[config.mk]
export PLATFORM = sky130hd
export DESIGN_NAME = mmio_uart_tx
export DESIGN_NICKNAME = d
export VERILOG_FILES = /design/src/rtl/mmio_uart_tx_pkg.sv /design/src/rtl/mmio_uart_tx_fifo.sv /design/src/rtl/mmio_uart_tx.sv
export SDC_FILE = /design/constraint.sdc
export NUM_CORES = 1
export LEC_CHECK = 0
export BUFFER_PORTS_ARGS = -buffer_cell sky130_fd_sc_hd__buf_2
export CELL_PAD_IN_SITES_DETAIL_PLACEMENT = 0
export CELL_PAD_IN_SITES_GLOBAL_PLACEMENT = 2
export CORE_MARGIN = 2
export CORE_UTILIZATION = 38
export CTS_CLUSTER_SIZE = 40
export DETAILED_ROUTE_END_ITERATION = 12
export PLACE_DENSITY_LB_ADDON = 0.1
export RECOVER_POWER = 25
export SYNTH_ARGS = -nofsm -noshare
export SYNTH_HDL_FRONTEND = slang
export SYNTH_SLANG_ARGS = --single-unit
[constraint.sdc]
create_clock -name i_clk -period 3.3 [get_ports i_clk]
set_input_delay 0 -clock i_clk [delete_from_list [all_inputs] [get_ports i_clk]]
set_output_delay 0 -clock i_clk [all_outputs]
set_load 0.02 [all_outputs]
[src/rtl/mmio_uart_tx_pkg.sv]
// Shared definitions for the memory-mapped UART transmitter:
// register offsets, FSM encoding, STATUS layout and the bit-period helper.
package mmio_uart_tx_pkg;

    localparam int unsigned DATA_W    = 32;
    localparam int unsigned BYTE_W    = 8;
    localparam int unsigned BAUD_W    = 16;
    localparam int unsigned OFF_W     = 2;
    localparam int unsigned BIT_IDX_W = 3;
    localparam int unsigned STAT_CNT_W = 4;

    // Word offsets decoded from i_mem_addr[3:2]
    localparam logic [OFF_W-1:0] UART_TXDATA = 2'd0;
    localparam logic [OFF_W-1:0] UART_STATUS = 2'd1;
    localparam logic [OFF_W-1:0] UART_BAUD   = 2'd2;

    // STATUS bit positions
    localparam int unsigned STAT_BUSY  = 0;
    localparam int unsigned STAT_FULL  = 1;
    localparam int unsigned STAT_EMPTY = 2;
    localparam int unsigned STAT_OVF   = 3;

    typedef enum logic [1:0] {
        UTX_IDLE  = 2'd0,
        UTX_START = 2'd1,
        UTX_DATA  = 2'd2,
        UTX_STOP  = 2'd3
    } utx_state_e;

    // STATUS read layout, MSB first
    typedef struct packed {
        logic [DATA_W-BYTE_W-1:0] rsvd;
        logic [STAT_CNT_W-1:0]    count;
        logic                     ovf;
        logic                     empty;
        logic                     full;
        logic                     busy;
    } uart_status_t;

    // Baud counter reload value: P-1, where a divisor of 0 behaves like 1
    function automatic logic [BAUD_W-1:0] bit_reload(input logic [BAUD_W-1:0] div);
        return (div == '0) ? '0 : div - BAUD_W'(1);
    endfunction

endpackage

[src/rtl/mmio_uart_tx_fifo.sv]
// Synchronous TX byte FIFO.
// Ports: i_clk, i_rst_n (async active-low), push/din (write, ignored when full),
//        pop (read, ignored when empty), dout (head, combinational),
//        full, empty, count (occupancy, log2(DEPTH)+1 bits).
module mmio_uart_tx_fifo
    import mmio_uart_tx_pkg::*;
#(
    parameter int unsigned DEPTH = 8
) (
    input  logic                       i_clk,
    input  logic                       i_rst_n,
    input  logic                       push,
    input  logic                       pop,
    input  logic [BYTE_W-1:0]          din,
    output logic [BYTE_W-1:0]          dout,
    output logic                       full,
    output logic                       empty,
    output logic [$clog2(DEPTH):0]     count
);

    localparam int unsigned AW = $clog2(DEPTH);
    localparam int unsigned CW = AW + 1;

    logic [BYTE_W-1:0] mem [DEPTH];
    logic [AW-1:0]     wr_ptr;
    logic [AW-1:0]     rd_ptr;
    logic              do_push;
    logic              do_pop;

    assign full    = (count == CW'(DEPTH));
    assign empty   = (count == '0);
    assign do_push = push && !full;
    assign do_pop  = pop && !empty;
    assign dout    = mem[rd_ptr];

    // Storage array; no reset needed, entries are only read once written
    always_ff @(posedge i_clk) begin
        if (do_push) begin
            mem[wr_ptr] <= din;
        end
    end

    // Pointers wrap naturally at DEPTH (power of two)
    always_ff @(posedge i_clk or negedge i_rst_n) begin
        if (!i_rst_n) begin
            wr_ptr <= '0;
            rd_ptr <= '0;
            count  <= '0;
        end else begin
            if (do_push) begin
                wr_ptr <= wr_ptr + AW'(1);
            end
            if (do_pop) begin
                rd_ptr <= rd_ptr + AW'(1);
            end
            case ({do_push, do_pop})
                2'b10:   count <= count + CW'(1);
                2'b01:   count <= count - CW'(1);
                default: count <= count;
            endcase
        end
    end

endmodule

[src/rtl/mmio_uart_tx.sv]
// Memory-mapped 8N1 UART transmitter on the MEM-stage data-memory port.
// Ports: i_clk, i_rst_n (async active-low), i_clk_en (global stall),
//        i_sel/i_mem_write/i_mem_addr/i_mem_data (responder side of the store path),
//        o_mem_data (combinational load data), o_tx (serial line, idles high),
//        o_irq (FIFO empty and transmitter idle).
module mmio_uart_tx
    import mmio_uart_tx_pkg::*;
#(
    parameter int unsigned       FIFO_DEPTH  = 8,
    parameter logic [BAUD_W-1:0] DEFAULT_DIV = 16'd434
) (
    input  logic              i_clk,
    input  logic              i_rst_n,
    input  logic              i_clk_en,
    input  logic              i_sel,
    input  logic              i_mem_write,
    input  logic [DATA_W-1:0] i_mem_addr,
    input  logic [DATA_W-1:0] i_mem_data,
    output logic [DATA_W-1:0] o_mem_data,
    output logic              o_tx,
    output logic              o_irq
);

    localparam int unsigned CW = $clog2(FIFO_DEPTH) + 1;

    if (FIFO_DEPTH < 2 || (FIFO_DEPTH & (FIFO_DEPTH - 1)) != 0) begin : g_bad_depth
        $error("mmio_uart_tx: FIFO_DEPTH must be a power of two >= 2");
    end

    logic [OFF_W-1:0]     off;
    logic                 wr_acc;
    logic                 push;
    logic                 pop;
    logic                 full;
    logic                 empty;
    logic [BYTE_W-1:0]    head;
    logic [CW-1:0]        count;
    utx_state_e           state;
    logic [BAUD_W-1:0]    baud_div;
    logic [BAUD_W-1:0]    baud_cnt;
    logic [BIT_IDX_W-1:0] bit_idx;
    logic [BYTE_W-1:0]    shift_reg;
    logic                 ovf;
    logic                 tx_line;
    uart_status_t         status;
    logic                 unused_bits;

    assign unused_bits = ^{i_mem_addr[DATA_W-1:4], i_mem_addr[1:0], i_mem_data[DATA_W-1:BAUD_W]};

    assign off    = i_mem_addr[3:2];
    assign wr_acc = i_clk_en && i_sel && i_mem_write;
    assign push   = wr_acc && (off == UART_TXDATA);
    // Pop when starting a frame from idle or chaining one straight after a stop bit
    assign pop    = i_clk_en && !empty &&
                    ((state == UTX_IDLE) || (state == UTX_STOP && baud_cnt == '0));

    mmio_uart_tx_fifo #(
        .DEPTH (FIFO_DEPTH)
    ) u_fifo (
        .i_clk   (i_clk),
        .i_rst_n (i_rst_n),
        .push    (push),
        .pop     (pop),
        .din     (i_mem_data[BYTE_W-1:0]),
        .dout    (head),
        .full    (full),
        .empty   (empty),
        .count   (count)
    );

    // Writable registers; full is sampled before any same-cycle pop
    always_ff @(posedge i_clk or negedge i_rst_n) begin
        if (!i_rst_n) begin
            baud_div <= DEFAULT_DIV;
            ovf      <= 1'b0;
        end else if (wr_acc) begin
            case (off)
                UART_TXDATA: if (full) ovf <= 1'b1;
                UART_STATUS: if (i_mem_data[STAT_OVF]) ovf <= 1'b0;
                UART_BAUD:   baud_div <= i_mem_data[BAUD_W-1:0];
                default:     ;
            endcase
        end
    end

    always_comb begin
        status       = '0;
        status.busy  = (state != UTX_IDLE);
        status.full  = full;
        status.empty = empty;
        status.ovf   = ovf;
        status.count = STAT_CNT_W'(count);
    end

    // Load data, combinational from address and current state
    always_comb begin
        o_mem_data = '0;
        if (i_sel) begin
            case (off)
                UART_STATUS: o_mem_data = status;
                UART_BAUD:   o_mem_data = DATA_W'(baud_div);
                default:     o_mem_data = '0;
            endcase
        end
    end

    // Line level implied by the current state; o_tx registers it one edge later
    always_comb begin
        tx_line = 1'b1;
        case (state)
            UTX_START: tx_line = 1'b0;
            UTX_DATA:  tx_line = shift_reg[bit_idx];
            default:   tx_line = 1'b1;
        endcase
    end

    // Transmit FSM with baud counter and registered line/irq outputs
    always_ff @(posedge i_clk or negedge i_rst_n) begin
        if (!i_rst_n) begin
            state     <= UTX_IDLE;
            baud_cnt  <= '0;
            bit_idx   <= '0;
            shift_reg <= '0;
            o_tx      <= 1'b1;
            o_irq     <= 1'b1;
        end else if (i_clk_en) begin
            o_tx  <= tx_line;
            o_irq <= (state == UTX_IDLE) && empty;
            case (state)
                UTX_IDLE: begin
                    if (!empty) begin
                        shift_reg <= head;
                        baud_cnt  <= bit_reload(baud_div);
                        state     <= UTX_START;
                    end
                end
                UTX_START: begin
                    if (baud_cnt != '0) begin
                        baud_cnt <= baud_cnt - BAUD_W'(1);
                    end else begin
                        baud_cnt <= bit_reload(baud_div);
                        bit_idx  <= '0;
                        state    <= UTX_DATA;
                    end
                end
                UTX_DATA: begin
                    if (baud_cnt != '0) begin
                        baud_cnt <= baud_cnt - BAUD_W'(1);
                    end else begin
                        baud_cnt <= bit_reload(baud_div);
                        if (bit_idx == BIT_IDX_W'(7)) begin
                            state <= UTX_STOP;
                        end else begin
                            bit_idx <= bit_idx + BIT_IDX_W'(1);
                        end
                    end
                end
                UTX_STOP: begin
                    if (baud_cnt != '0) begin
                        baud_cnt <= baud_cnt - BAUD_W'(1);
                    end else if (!empty) begin
                        shift_reg <= head;
                        baud_cnt  <= bit_reload(baud_div);
                        state     <= UTX_START;
                    end else begin
                        state <= UTX_IDLE;
                    end
                end
                default: state <= UTX_IDLE;
            endcase
        end
    end

endmodule

==> summary.md, run 1 <==
| Metric | Value |
|---|---|
| Status | finished with violations |
| Failing checks | capacitance limit, slew limit |
| Vias per Instance | 5.58 |
| Crit share post-route | 88.3% |
| CP required | 3.59 ns |
| Most common cell after layout, fill and taps aside | edfxtp_1 |
| RSZ-0062 raised after global routing | false |
| CTS max path bufs | 2 |
| Biggest regs | u_fifo.mem: 64 flops, baud_cnt: 16 flops, baud_div: 16 flops |
| Final hold violations | 0 |
| Main flop type after synthesis | edfxtp_1 |
| Area growth, synth to finish | 18.3% |
| Slew @ Worst Pin | 1.95 ns |
| Antenna violations before repair | 0 |
| Vias | 5072 |
| HP Class | input pin to flip-flop |
| Synth unique cells | 66 |
| Endpoint class of the critical path | flip-flop |
| Mux contribution to synthesized area | 11.4% |
| Synth async-reset ratio | 47.5% |
| Top-area cell type share of the netlist area | 28.3% |
| Net count, final | 760 |
| Commonest cells after routing, fill and taps aside | edfxtp_1 (64), nand2_1 (52), dfrtp_1 (51), nor2_1 (35), o21ai_0 (34) |
| Wire length per cell | 19.6 µm |
| Largest register FFs | 64 |
| Top cells by area, synth | edfxtp_1 (28%), dfrtp_1 (19%), mux4_2 (6.0%) |
| Pwr Total | 0.00699 W |
| First-pass GRT wire length | 28800 µm |
| Avg Cell Area, Syn | 11.3 µm² |
| Final Util | 46.2% |
| Synth Instances | 603 |
| TritonCTS clock tree | yes |
| EDFF count, synth | 64 |
| Synth Area in Adders | 3.80% |
| Number of global-route vias before repair | 5158 |
| Max FO, Critical Path | 4 |
| Post-CTS setup buffer count | 0 |
| Die area | 0.0189 mm² |
| GRT Total Usage | 20.3% |
| Setup Crit Path Kind | flip-flop to flip-flop |
| Setup crit start kind | flip-flop |
| IO Count | 103 |
| Clock latency on the worst-skew pair | 0.41 ns |
| XOR/XNOR Fraction of Synth Area | 3.10% |
| Htree depth | 4 |
| Endpoints failing setup | 0 |
| Routability cong. | 0.840 |
| Synth Warn # | 0 |
| Sequential cell area | 0.00338 mm² |
| Pwr/cell area | 870 mW/mm² |
| Biggest register | u_fifo.mem |
| Starting DRT DRC Count | 413 |
| Detailed-route wire length | 17800 µm |
| Cts bufs inserted | 17 |
| Detailed Routing Iterations Pass 1 | 5 |
| Yosys top cell by area | edfxtp_1 |
| Core outline area | 0.0174 mm² |
| Port bufs | 40 |
| Clk pin slew, worst setup/hold paths | 0.06 ns |
| Sequential cell area fraction in the yosys report | 49.8% |
| Ant. Diodes | 0 |
| Detail Route Antenna Nets | 0 |
| Pin count of the biggest net entering global routing | 33 |
| Largest family of logic cells by synthesized area | simple AND/OR/NAND/NOR gates |
| Worst Path Arrival | 3.20 ns |
| Die height | 138 µm |
| Clk_skew | 0.00958 ns |
| Clk sinks | 122 |
| Total gr overflow | 0 |
| Leak pwr | 3.18 nW |
| Flops & latches, synth | 122 |
| Die X | 138 µm |
| Max_cap viols | 1 |
| Compound-gate portion of the synthesized area | 12.4% |
| Simple-gate share of the synthesized area | 14.1% |
| Layout cell share with drive strength beyond 1 | 20.9% |
| Relative slew margins | -29.9% |
| Clock root buffer | clkbuf_16 |
| Fmax | 343 MHz |
| FILL cells | 1641 |
| Fin. max-slew vios | 33 |
| Setup TNS | 0 ns |
| Area of the multi-input gates | 0.00310 mm² |
| DRC errors left | 0 |
| VDD IR max | 0.458 mV |
| Minimum clock period | 2.91 ns |
| Initial Util | 39.1% |
| Cell Rows | 48 |
| DP HPWL | 12500 µm |
| Synth Cell Area | 0.00679 mm² |
where the power goes:
| part | leakage, nW | total, W | internal (W) | switching, W |
|---|---|---|---|---|
| registers | 1.29 | 0.00234 | 0.00189 | 0.000451 |
| logic | 1.57 | 0.00262 | 0.00116 | 0.00146 |
| clock network | 0.314 | 0.00203 | 0.00128 | 0.000745 |
what timing repair did:
item,in CTS,in global routing
gates resized for setup,0,1
endpoints found under the setup margin,0,1
hold endpoints to repair,109,0
hold buffers,17,0
cells by family after synthesis:
group	count (synthesis)
and+or+nand+nor	188
other	1
DFF	122
buffers and inverters	69
adders and majority gates	20
AOI/OAI and AO/OA	127
muxes	52
xor gates and xnor gates	24
worst max-delay path: stages (launching register included):
cell and delay [ns]:
dfrtp_1 0.41, inv_1 0.12, ha_1 0.20, nor4b_1 0.24
buf_4 0.17, and4_1 0.20, a21oi_1 0.10, nor2_2 0.19
ha_1 0.24, ha_1 0.24, a21o_1 0.17, a21oi_1 0.17
xnor2_1 0.13, nor2_1 0.06, xor2_1 0.14
cells in the mapped netlist, types with 10 or more instances:
library cell  count
o211ai_1         11
mux4_2           18
edfxtp_1         64
a21oi_1          23
inv_1            20
dfrtp_1          51
ha_1             19
nand3_1          19
o21ai_0          34
nand2_1          52
mux2_2           20
clkbuf_1         17
and3_1           10
xnor2_1          17
nor3_1           22
buf_4            20
nor2_1           36
mux2i_1          14
nor4_1           12
metal layers:
metal / global-route usage [%] / vias to the layer above / wire length (µm)
met5: 0 / - / 0
met4: 6.19 / 0 / 284
met3: 4.34 / 28 / 759
met2: 30.9 / 143 / 8060
met1: 29.1 / 2522 / 8690
li1: - / 2379 / -
area by class of cell:
class | instances | share of cell area [%]
clock buffers | 17 | 5.30
clock inverters | 15 | 2.65
inverters | 21 | 0.982
multi-input cells | 427 | 38.6
flip-flops and latches | 122 | 42.1
well taps | 225 | 3.51
repair buffers | 82 | 6.81
worst paths after layout:
path | start | cells past startpoint | endpoint | slack [ns]
max | baud_cnt[1]$_DFFE_PN0P_ | 14 | u_fifo.count[3]$_DFFE_PN0P_ | 0.39
min | i_mem_addr[3] | 5 | ovf$_DFFE_PN0P_ | 0.08
max reg2reg | baud_cnt[1]$_DFFE_PN0P_ | 14 | u_fifo.count[3]$_DFFE_PN0P_ | 0.39
min reg2reg | shift_reg[3]$_DFFE_PN0P_ | 2 | shift_reg[3]$_DFFE_PN0P_ | 0.47
max in group asynchronous | i_rst_n | 3 | baud_div[7]$_DFFE_PN1P_ | 1.31
min in group asynchronous | i_rst_n | 2 | baud_cnt[12]$_DFFE_PN0P_ | 0.67
metrics by stage:
| step | std cells | area (µm²) | worst slack, ns | hold slack [ns] |
|---|---|---|---|---|
| floorplan | 618 | 6840 | 0.435 | -0.296 |
| global placement | 860 | 7230 | 0.390 | 0.128 |
| detailed placement | 860 | 7230 | 0.332 | 0.140 |
| CTS | 909 | 8040 | 0.301 | 0.0719 |
| global route | 909 | 8030 | 0.0795 | 0.0968 |
| finish | 909 | 8030 | 0.385 | 0.0837 |
Power figures use the tool's default switching activity.
==> inputs of run 2 (changes only) <==
==> constraint.sdc (replaced) <==
create_clock -name i_clk -period 2.8 [get_ports i_clk]
set_input_delay 0 -clock i_clk [delete_from_list [all_inputs] [get_ports i_clk]]
set_output_delay 0 -clock i_clk [all_outputs]
set_load 0.02 [all_outputs]
==> run 2 against run 1 <==
Net effect:
- the run now ends clean
- sequential cell count is the same
- count of clock-buffer cells in the layout is the same
- sequential power grew 12%
- critical path type unchanged
- largest cell class unchanged
==> summary.md, run 2 (same netlist as run 1, synthesis figures left out) <==
| Metric | Value |
|---|---|
| Status | complete, no violations |
| VDD IR max | 0.708 mV |
| Core outline area | 0.0174 mm² |
| Vias | 5185 |
| Fin. max-slew vios | 0 |
| Number of global-route vias before repair | 5099 |
| Max stage delay on crit path | 0.38 ns |
| Starting DRT DRC Count | 351 |
| Internal power | 0.00507 W |
| Register share of total power | 31.7% |
| Net switching power | 0.00324 W |
| Relative slew margins | 28.6% |
| Dpl cells | 893 |
| Net count, final | 794 |
| Post-Place Cell Area | 0.00748 mm² |
| Die height | 138 µm |
| HP Class | input pin to flip-flop |
| Crit-path slowest cell | dfrtp_1 |
| Area of the multi-input gates | 0.00313 mm² |
| Biggest register | u_fifo.mem |
| CTS max path bufs | 2 |
| Met1 Usage GRT | 29.2% |
| Setup Crit Path Kind | flip-flop to flip-flop |
| Vias per Instance | 5.50 |
| Detail Route Antenna Nets | 0 |
| Sequential cell area | 0.00338 mm² |
| Non-filler instance count after layout | 943 |
| Cts bufs inserted | 17 |
| Minimum clock period | 2.67 ns |
| Die area | 0.0189 mm² |
| Total gr overflow | 0 |
| Clock latency on the worst-skew pair | 0.42 ns |
| Switching share of power | 39.0% |
| Largest register FFs | 64 |
| M2 GR Usage | 31.5% |
| Commonest cells after routing, fill and taps aside | edfxtp_1 (64), buf_4 (59), nand2_1 (52), dfrtp_1 (51), nor2_1 (35) |
| Reg2reg start | baud_cnt[0]$_DFFE_PN0P_ |
| Final hold violations | 0 |
| Htree depth | 4 |
| DP HPWL | 13000 µm |
| Ant. Diodes | 0 |
| Worst Path Arrival | 2.95 ns |
| FILL cells | 1605 |
| Crit path cell chain | inv_1, ha_2, nor4b_4, and4_1, a21oi_1, nor2_2, ha_2, ha_1, a21o_1, a21oi_2, xnor2_1, nor2_1, xor2_1 |
| Detailed-route wire length | 18400 µm |
| IO Count | 103 |
| Die X | 138 µm |
| Area growth, synth to finish | 21.6% |
| Antenna violations before repair | 0 |
| Initial Util | 39.1% |
| DRC errors left | 0 |
| Clk sinks | 122 |
| Fmax | 375 MHz |
| Pwr Total | 0.00832 W |
| GRT Max-Usage Layer | met2 |
| Layout cell share with drive strength beyond 1 | 25.6% |
| Leak pwr | 3.32 nW |
| Max_cap viols | 0 |
| Clk pwr share | 26.0% |
| Biggest regs | u_fifo.mem: 64 flops, baud_cnt: 16 flops, baud_div: 16 flops |
| Hold path start | i_mem_addr[3] |
| Endpoints failing setup | 0 |
| Detailed Routing Iterations Pass 1 | 5 |
| Clk_skew | 0.0163 ns |
| Met3 GRT Util | 4.27% |
| Routability cong. | 0.824 |
| Cell mode on critical path | ha_2 |
| Pwr/cell area | 1010 mW/mm² |
| Clk pin slew, worst setup/hold paths | 0.06 ns |
| Cell Rows | 48 |
| Max FO, Critical Path | 3 |
| Pin count of the biggest net entering global routing | 26 |
| Most common cell after layout, fill and taps aside | edfxtp_1 |
| First-pass GRT wire length | 28800 µm |
| CP required | 3.08 ns |
| Setup crit start | baud_cnt[0]$_DFFE_PN0P_ |
| Endpoint class of the critical path | flip-flop |
| Wire length per cell | 19.5 µm |
| Clock root buffer | clkbuf_16 |
| Port bufs | 40 |
| Post-Layout Inst Area | 0.00825 mm² |
| GRT Total Usage | 20.6% |
| Crit share post-route | 95.3% |
| Combinational share of power | 42.3% |
| TritonCTS clock tree | yes |
| Slew @ Worst Pin | 1.07 ns |
| Reg-to-reg setup timing slack | 0.13 ns |
| Setup crit start kind | flip-flop |
==> run 2: cell types whose count changed in the layout (fill, tap and decap cells not counted), moves of 2 or more <==
cell	delta
buf_4	+34
bufinv_16	-3
clkinv_4	-2
clkinvlp_4	+2
ha_1	-2
ha_2	+2
inv_8	+2
==> run 2: area by class of cell <==
class	count	area share (%)
clock buffers	17	5.15
inverters	21	0.955
flip-flops and latches	122	41.0
multi-input cells	427	37.9
well taps	225	3.41
repair buffers	116	9.73
clock inverters	15	1.85
==> run 2: path summary, 6_finish.rpt <==
| path | endpoint | cells past startpoint |
|---|---|---|
| setup / recovery | u_fifo.count[3]$_DFFE_PN0P_ | 13 |
| hold / removal | ovf$_DFFE_PN0P_ | 5 |
| setup reg to reg | u_fifo.count[3]$_DFFE_PN0P_ | 13 |
| hold reg to reg | o_irq$_DFFE_PN1P_ | 2 |
| max in group asynchronous | baud_div[5]$_DFFE_PN1P_ | 3 |
| min in group asynchronous | baud_cnt[12]$_DFFE_PN0P_ | 2 |
==> run 2: per-layer routing <==
metal / vias up / share of wire [%]
li1: 2449 / -
met1: 2563 / 47
met2: 150 / 46
met3: 23 / 5.8
met4: 0 / 1.6
met5: - / 0
==> run 2: power groups by stage <==
stage	registers [W]	clock network, W	logic (W)
after floorplan	0.00250	0	0.00246
after global placement	0.00266	0	0.00342
after detailed placement	0.00266	0	0.00344
after CTS	0.00263	0.00220	0.00348
after global routing	0.00269	0.00230	0.00387
final	0.00263	0.00216	0.00352
==> run 2: repair_timing <==
item	CTS	global route
resized for setup	0	6
buffers inserted	0	1
hold buffers	17	0
endpoints found under the setup margin	0	2
endpoints found under the hold margin	112	0
==> run 2: stage by stage <==
stage	hold WS, ns	utilization (%)	setup slack, ns	TNS, ns
floorplan	-0.296	-	0.0393	0
global placement	-0.0287	43.1	0.146	0
CTS	0.0602	47.4	0.0194	0
global route	0.0988	47.5	-0.0351	-0.0351
detailed placement	-0.0322	43.1	0.0365	0
finish	0.0839	47.5	0.131	0
==> run 2: worst max-delay path, delay by kind of cell (launching register included) <==
kind,cells,cell delay (ns)
XOR/XNOR,2,0.26
AO/OA/AOI/OAI,3,0.46
buffers and inverters,1,0.11
AND/OR/NAND/NOR,4,0.71
adder cells (fa/ha/maj),3,0.63
flip-flops,1,0.38
